File: src/rtl/data_mem_responder_if.sv
// Request/response bus between the CPU memory stage and the data memory.
// req_be exists only when DMEM_BYTE_ENABLE_EN is defined.
interface data_mem_responder_if;
   logic        req_valid;
   logic        req_ready;
   logic        req_write;
   logic [31:0] req_addr;
   logic [31:0] req_wdata;
`ifdef DMEM_BYTE_ENABLE_EN
   logic [3:0]  req_be;
`endif
   logic        rsp_valid;
   logic        rsp_ready;
   logic [31:0] rsp_rdata;
   logic        rsp_err;

   modport master (
      output req_valid,
      input  req_ready,
      output req_write,
      output req_addr,
      output req_wdata,
`ifdef DMEM_BYTE_ENABLE_EN
      output req_be,
`endif
      input  rsp_valid,
      output rsp_ready,
      input  rsp_rdata,
      input  rsp_err
   );

   modport slave (
      input  req_valid,
      output req_ready,
      input  req_write,
      input  req_addr,
      input  req_wdata,
`ifdef DMEM_BYTE_ENABLE_EN
      input  req_be,
`endif
      output rsp_valid,
      input  rsp_ready,
      output rsp_rdata,
      output rsp_err
   );
endinterface

File: src/rtl/data_mem_responder.sv
// Word-addressed data memory with a fixed-latency response FSM.
// Optional byte-lane stores: define DMEM_BYTE_ENABLE_EN.
module data_mem_responder #(
   parameter int DEPTH       = 64,
   parameter int WAIT_CYCLES = 2
) (
   input  logic                  clk,
   input  logic                  rst_n,
   data_mem_responder_if.slave   bus
);

   localparam int AW = $clog2(DEPTH);
   localparam logic [3:0] WAIT_INIT =
      4'(WAIT_CYCLES == 0 ? 0 : WAIT_CYCLES - 1);

   typedef enum logic [1:0] {
      IDLE,
      WAIT,
      RESP
   } state_t;

   state_t      state;
   state_t      next_state;
   logic [3:0]  cnt;
   logic [3:0]  next_cnt;

   logic [31:0] mem [DEPTH];
   logic [31:0] rdata_q;
   logic        err_q;

   logic [29:0]   idx;
   logic [AW-1:0] widx;
   logic          bad_align;
   logic          bad_range;
   logic          req_err;
   logic          accept;

   assign idx       = bus.req_addr[31:2];
   assign widx      = idx[AW-1:0];
   assign bad_align = |bus.req_addr[1:0];
   assign bad_range = idx >= 30'(DEPTH);
`ifdef DMEM_BYTE_ENABLE_EN
   assign req_err   = bad_align | bad_range |
                      (bus.req_write & ~|bus.req_be);
`else
   assign req_err   = bad_align | bad_range;
`endif
   assign accept    = (state == IDLE) & bus.req_valid;

   // State and wait counter registers
   always_ff @(posedge clk or negedge rst_n) begin
      if (!rst_n) begin
         state <= IDLE;
         cnt   <= 4'd0;
      end else begin
         state <= next_state;
         cnt   <= next_cnt;
      end
   end

   // Next-state logic: IDLE -> (WAIT) -> RESP -> IDLE
   always_comb begin
      next_state = state;
      next_cnt   = cnt;
      unique case (state)
         IDLE: begin
            if (bus.req_valid) begin
               if (WAIT_CYCLES == 0) begin
                  next_state = RESP;
               end else begin
                  next_state = WAIT;
                  next_cnt   = WAIT_INIT;
               end
            end
         end
         WAIT: begin
            if (cnt == 4'd0) begin
               next_state = RESP;
            end else begin
               next_cnt = cnt - 4'd1;
            end
         end
         RESP: begin
            if (bus.rsp_ready) begin
               next_state = IDLE;
            end
         end
         default: begin
            next_state = IDLE;
            next_cnt   = 4'd0;
         end
      endcase
   end

   // Outputs: response fields are forced to zero outside RESP
   always_comb begin
      bus.req_ready = (state == IDLE);
      bus.rsp_valid = (state == RESP);
      bus.rsp_rdata = (state == RESP) ? rdata_q : 32'd0;
      bus.rsp_err   = (state == RESP) ? err_q : 1'b0;
   end

   // Capture the response at acceptance; held until the next acceptance
   always_ff @(posedge clk or negedge rst_n) begin
      if (!rst_n) begin
         rdata_q <= 32'd0;
         err_q   <= 1'b0;
      end else if (accept) begin
         err_q   <= req_err;
         rdata_q <= (req_err | bus.req_write) ? 32'd0 : mem[widx];
      end
   end

   // Store commit at acceptance; contents survive reset
   always_ff @(posedge clk) begin
      if (rst_n && accept && bus.req_write && !req_err) begin
`ifdef DMEM_BYTE_ENABLE_EN
         for (int i = 0; i < 4; i++) begin
            if (bus.req_be[i]) begin
               mem[widx][8*i +: 8] <= bus.req_wdata[8*i +: 8];
            end
         end
`else
         mem[widx] <= bus.req_wdata;
`endif
      end
   end

endmodule

File: src/flat_wrapper.sv
// flat-port wrapper written by rule: the top's interface ports become plain ports
module data_mem_responder_flat 
#(
   parameter int DEPTH       = 64,
   parameter int WAIT_CYCLES = 2
)
  (clk, rst_n, bus_req_valid, bus_req_ready, bus_req_write, bus_req_addr, bus_req_wdata, bus_rsp_valid, bus_rsp_ready, bus_rsp_rdata, bus_rsp_err);
  data_mem_responder_if bus_i ();
  input  logic clk;
  input  logic rst_n;
  input wire logic [$bits(bus_i.req_valid)-1:0] bus_req_valid;
  output wire logic [$bits(bus_i.req_ready)-1:0] bus_req_ready;
  input wire logic [$bits(bus_i.req_write)-1:0] bus_req_write;
  input wire logic [$bits(bus_i.req_addr)-1:0] bus_req_addr;
  input wire logic [$bits(bus_i.req_wdata)-1:0] bus_req_wdata;
  output wire logic [$bits(bus_i.rsp_valid)-1:0] bus_rsp_valid;
  input wire logic [$bits(bus_i.rsp_ready)-1:0] bus_rsp_ready;
  output wire logic [$bits(bus_i.rsp_rdata)-1:0] bus_rsp_rdata;
  output wire logic [$bits(bus_i.rsp_err)-1:0] bus_rsp_err;
  assign bus_i.req_valid = bus_req_valid;
  assign bus_req_ready = bus_i.req_ready;
  assign bus_i.req_write = bus_req_write;
  assign bus_i.req_addr = bus_req_addr;
  assign bus_i.req_wdata = bus_req_wdata;
  assign bus_rsp_valid = bus_i.rsp_valid;
  assign bus_i.rsp_ready = bus_rsp_ready;
  assign bus_rsp_rdata = bus_i.rsp_rdata;
  assign bus_rsp_err = bus_i.rsp_err;
  data_mem_responder #(.DEPTH(DEPTH), .WAIT_CYCLES(WAIT_CYCLES)) u_core (.clk(clk), .rst_n(rst_n), .bus(bus_i));
endmodule
File: config.mk
export PLATFORM = sky130hd
export DESIGN_NAME = data_mem_responder_flat
export DESIGN_NICKNAME = d
export VERILOG_FILES = /design/src/rtl/data_mem_responder_if.sv /design/src/rtl/data_mem_responder.sv /design/src/flat_wrapper.sv
export SDC_FILE = /design/constraint.sdc
export NUM_CORES = 2
export LEC_CHECK = 0
export CAP_MARGIN = 20
export CORE_AREA = 2 2 428 430
export CTS_BUF_LIST = sky130_fd_sc_hd__clkbuf_16
export CTS_CLUSTER_DIAMETER = 200
export CTS_CLUSTER_SIZE = 28
export DETAILED_ROUTE_END_ITERATION = 6
export DIE_AREA = 0 0 430 432
export PLACE_DENSITY = 0.65
export SLEW_MARGIN = 20
export SYNTH_ARGS = -nofsm -noshare
export SYNTH_HDL_FRONTEND = slang
export SYNTH_SLANG_ARGS = --single-unit
File: constraint.sdc
create_clock -name clk -period 6.2 [get_ports clk]
set_input_delay 1.24 -clock clk [delete_from_list [all_inputs] [get_ports clk]]
set_output_delay 1.24 -clock clk [all_outputs]
set_load 0.03 [all_outputs]
==> impl_metrics.tcl <==
set metrics [dict create \
    outcome "finished with violations" \
    failed_checks "DRC" \
    slew_viol_final 0 \
    ys_seq_area_share_pct 77.1 \
    root_buffer "clkbuf_16" \
    wl_mm 251 \
    clock.fmax_mhz 215 \
    place_congestion 0.922 \
    grt_usage_pct 26.5 \
    h-tree-depth 3 \
    grt_pass1_vias 42160 \
    viasPerCell 6.64 \
    synth_area_um2 81000 \
    dieWidth_um 430 \
    ys.flop_type "edfxtp_1" \
    synth-async-reset-ratio_pct 1.87 \
    slew_headroom_pct 15.3 \
    grt_pass1_wl_mm 344 \
    rows 157 \
    pre_cts_ws_ns 1.05 \
    power_mw 24.0 \
    wl_per_cell_um 36.9 \
    drtPass1Iterations 7 \
    die_area_um2 186000 \
    critPathRequiredTime_ns 4.96 \
    start_kind "flop" \
    cts_resized 0 \
    finalHoldViolCount 0 \
    cp_data_arrival_time_ns 3.41 \
    cts.sinks 2087 \
    clk_pin_slew_worst_paths_ns 0.11 \
    syn_to_final_growth_pct 8.85 \
    final-setup-viol-count 0 \
    grt_max_degree 82 \
    cts_tree "yes" \
    synth_fp_nets 4271 \
    p_leak_nw 27.4 \
    overflow 0 \
    synth.distinct_cells 82 \
    avgSynthCellArea_um2 19.3 \
    numCtsBuffers 84 \
    numPortBuffers 103 \
    post-route-util_pct 48.5 \
    yosys_warnings 0 \
    crit_type "flop to output pin" \
    placed_area_um2 85700 \
    dp_hpwl_mm 152 \
    fin_area_um2 88200 \
    hold_class "input pin to async pin" \
    crit_path_end_kind "output pin" \
    antenna_found_initial 14 \
    timing.final.ws_setup_ns 1.55 \
    setup_tns_ns 0 \
    die_h_um 432 \
    initial_core_util_pct 44.6 \
    fin_nets 4421 \
    cp_max_fo 35 \
    drtAntennaViolNets 0 \
    worstMarginPinSlew_ns 1.27 \
    max-cap-violations 0 \
    finalCriticalPeriod_ns 4.65 \
    io_pins 104 \
    synth_edf_count 2048 \
    skew_ns 0.0475 \
    synth_cells 4200 \
    num_vias 45201 \
    synth-seq-cells 2087 \
    drive_gt1_share_pct 17.7 \
    cts_setup_buffers 0 \
    fin_crit_sh_pct 75.0 \
    clockBufferDepth 3 \
    core_region_area_um2 182000 \
    holdBufCountCts 0 \
    p_per_area_nw_per_um2 272 \
    vdd_ir_drop_max_mv 0.268 \
    rsz0062_at_grt "no" \
    drc 6 \
    drt_iter0_drc 8016 \
    clk_latency_ns 0.76 \
]
==> worst paths after layout <==
kind,cells after the start,startpoint,endpoint,slack (ns)
max,3,u_core.state[1]$_DFFE_PN0P_,bus_rsp_rdata[9],1.55
min,1,rst_n,u_core.rdata_q[23]$_DFFE_PN0P_,0.32
max reg2reg,8,u_core.state[0]$_DFFE_PN0P_,u_core.mem[8][18]$_DFFE_PP_,2.28
min reg2reg,2,u_core.rdata_q[30]$_DFFE_PN0P_,u_core.rdata_q[30]$_DFFE_PN0P_,0.50
max in group asynchronous,2,rst_n,u_core.rdata_q[12]$_DFFE_PN0P_,4.79
min in group clk,2,u_core.rdata_q[30]$_DFFE_PN0P_,u_core.rdata_q[30]$_DFFE_PN0P_,0.50
==> logic make-up after synthesis <==
logic type | synth area share [%]
flops | 77.1
simple gates | 2.66
buf+inv | 2.45
fa+ha+maj | 0.0309
mux | 10.3
compound gates | 7.40
==> sequential cells by signal, summed over array words and instances (netlist names) <==
| signal | count |
|---|---|
| u_core.cnt | 4 |
| u_core.err_q | 1 |
| u_core.mem | 2048 |
| u_core.rdata_q | 32 |
| u_core.state | 2 |
==> worst max-delay path, cell delays in order, from the launching register on <==
cell	delay [ns]
dfrtp_1	0.50
nor2b_4	0.82
and2_1	0.56
clkdlybuf4s50_1	0.77
==> area by class of cell <==
type                       instances  area [um^2]
antenna                            5         12.5
timing repair buffer             344         3160
inverter                           8         36.3
clock inverter                    68          278
tap                             2385         2980
fill                           14704        93600
multi-input combinational       1825        17100
sequential                      2087        62500
clock buffer                      85         2130
==> cell usage in the layout (no fill, tap or decap), types with 35 or more instances in the layout <==
| cell | synthesis | final |
|---|---|---|
| buf_12 | 10 | 37 |
| mux4_2 | 159 | 159 |
| clkbuf_16 | 0 | 85 |
| o22ai_1 | 236 | 236 |
| nor2_1 | 131 | 66 |
| buf_4 | 63 | 206 |
| inv_1 | 6 | 70 |
| nand2_1 | 147 | 145 |
| o21ai_0 | 91 | 91 |
| nor2_4 | 0 | 65 |
| and2_1 | 35 | 35 |
| a22oi_1 | 68 | 68 |
| mux4_1 | 56 | 56 |
| mux2_2 | 153 | 153 |
| clkdlybuf4s50_1 | 0 | 67 |
| o221ai_1 | 146 | 146 |
| dfrtp_1 | 39 | 39 |
| mux2i_1 | 157 | 157 |
| edfxtp_1 | 2048 | 2048 |
| a21oi_1 | 85 | 85 |
==> metal layers <==
layer | wire length [um] | GRT usage, % | up-vias
li1 | - | - | 17737
met5 | 21 | 0 | -
met4 | 10800 | 10.2 | 4
met2 | 114000 | 40.4 | 3344
met3 | 30500 | 5.74 | 433
met1 | 95700 | 37.4 | 23683
==> Yosys cell counts, drive strengths merged (6+ instances only) <==
master	n	share of area [%]
a221o	14	0.17
o31ai	16	0.16
a22oi	68	0.63
a22o	11	0.12
inv	8	0.037
a222oi	6	0.074
a21oi	86	0.55
mux2	153	2.1
nor4	15	0.12
o22a	12	0.13
mux2i	157	1.9
nand2b	10	0.077
nand2	149	0.70
and3	6	0.046
o32ai	10	0.11
nor3b	7	0.071
dfrtp	39	1.2
a2bb2oi	15	0.16
nand3	22	0.14
buf	229	2.2
nor2	131	0.61
mux4	215	6.2
clkbuf	51	0.24
o21ai	95	0.59
o22ai	236	1.8
a211oi	30	0.28
a31oi	12	0.093
o221ai	147	1.6
a221oi	14	0.15
nor3	26	0.17
or3	9	0.070
o211ai	18	0.17
a32o	12	0.15
a21o	8	0.074
and2	35	0.27
nor2b	22	0.17
edfxtp	2048	76
==> metrics by stage <==
stage	hold slack, ns	instances
after floorplan	0.440	4200
after global placement	0.480	6649
after detailed placement	0.485	6649
after CTS	0.307	6802
after global routing	0.318	6804
final	0.324	6807
==> report_power, final <==
part           internal (mW)  leakage (nW)  total (mW)  switching [mW]
registers               15.5          18.9        15.5          0.0258
clock network           2.54          1.41        6.73            4.19
logic                  0.498          7.03        1.73            1.24
total                   18.5          27.4        24.0            5.45
No activity file was read; power rests on OpenSTA's default activity.
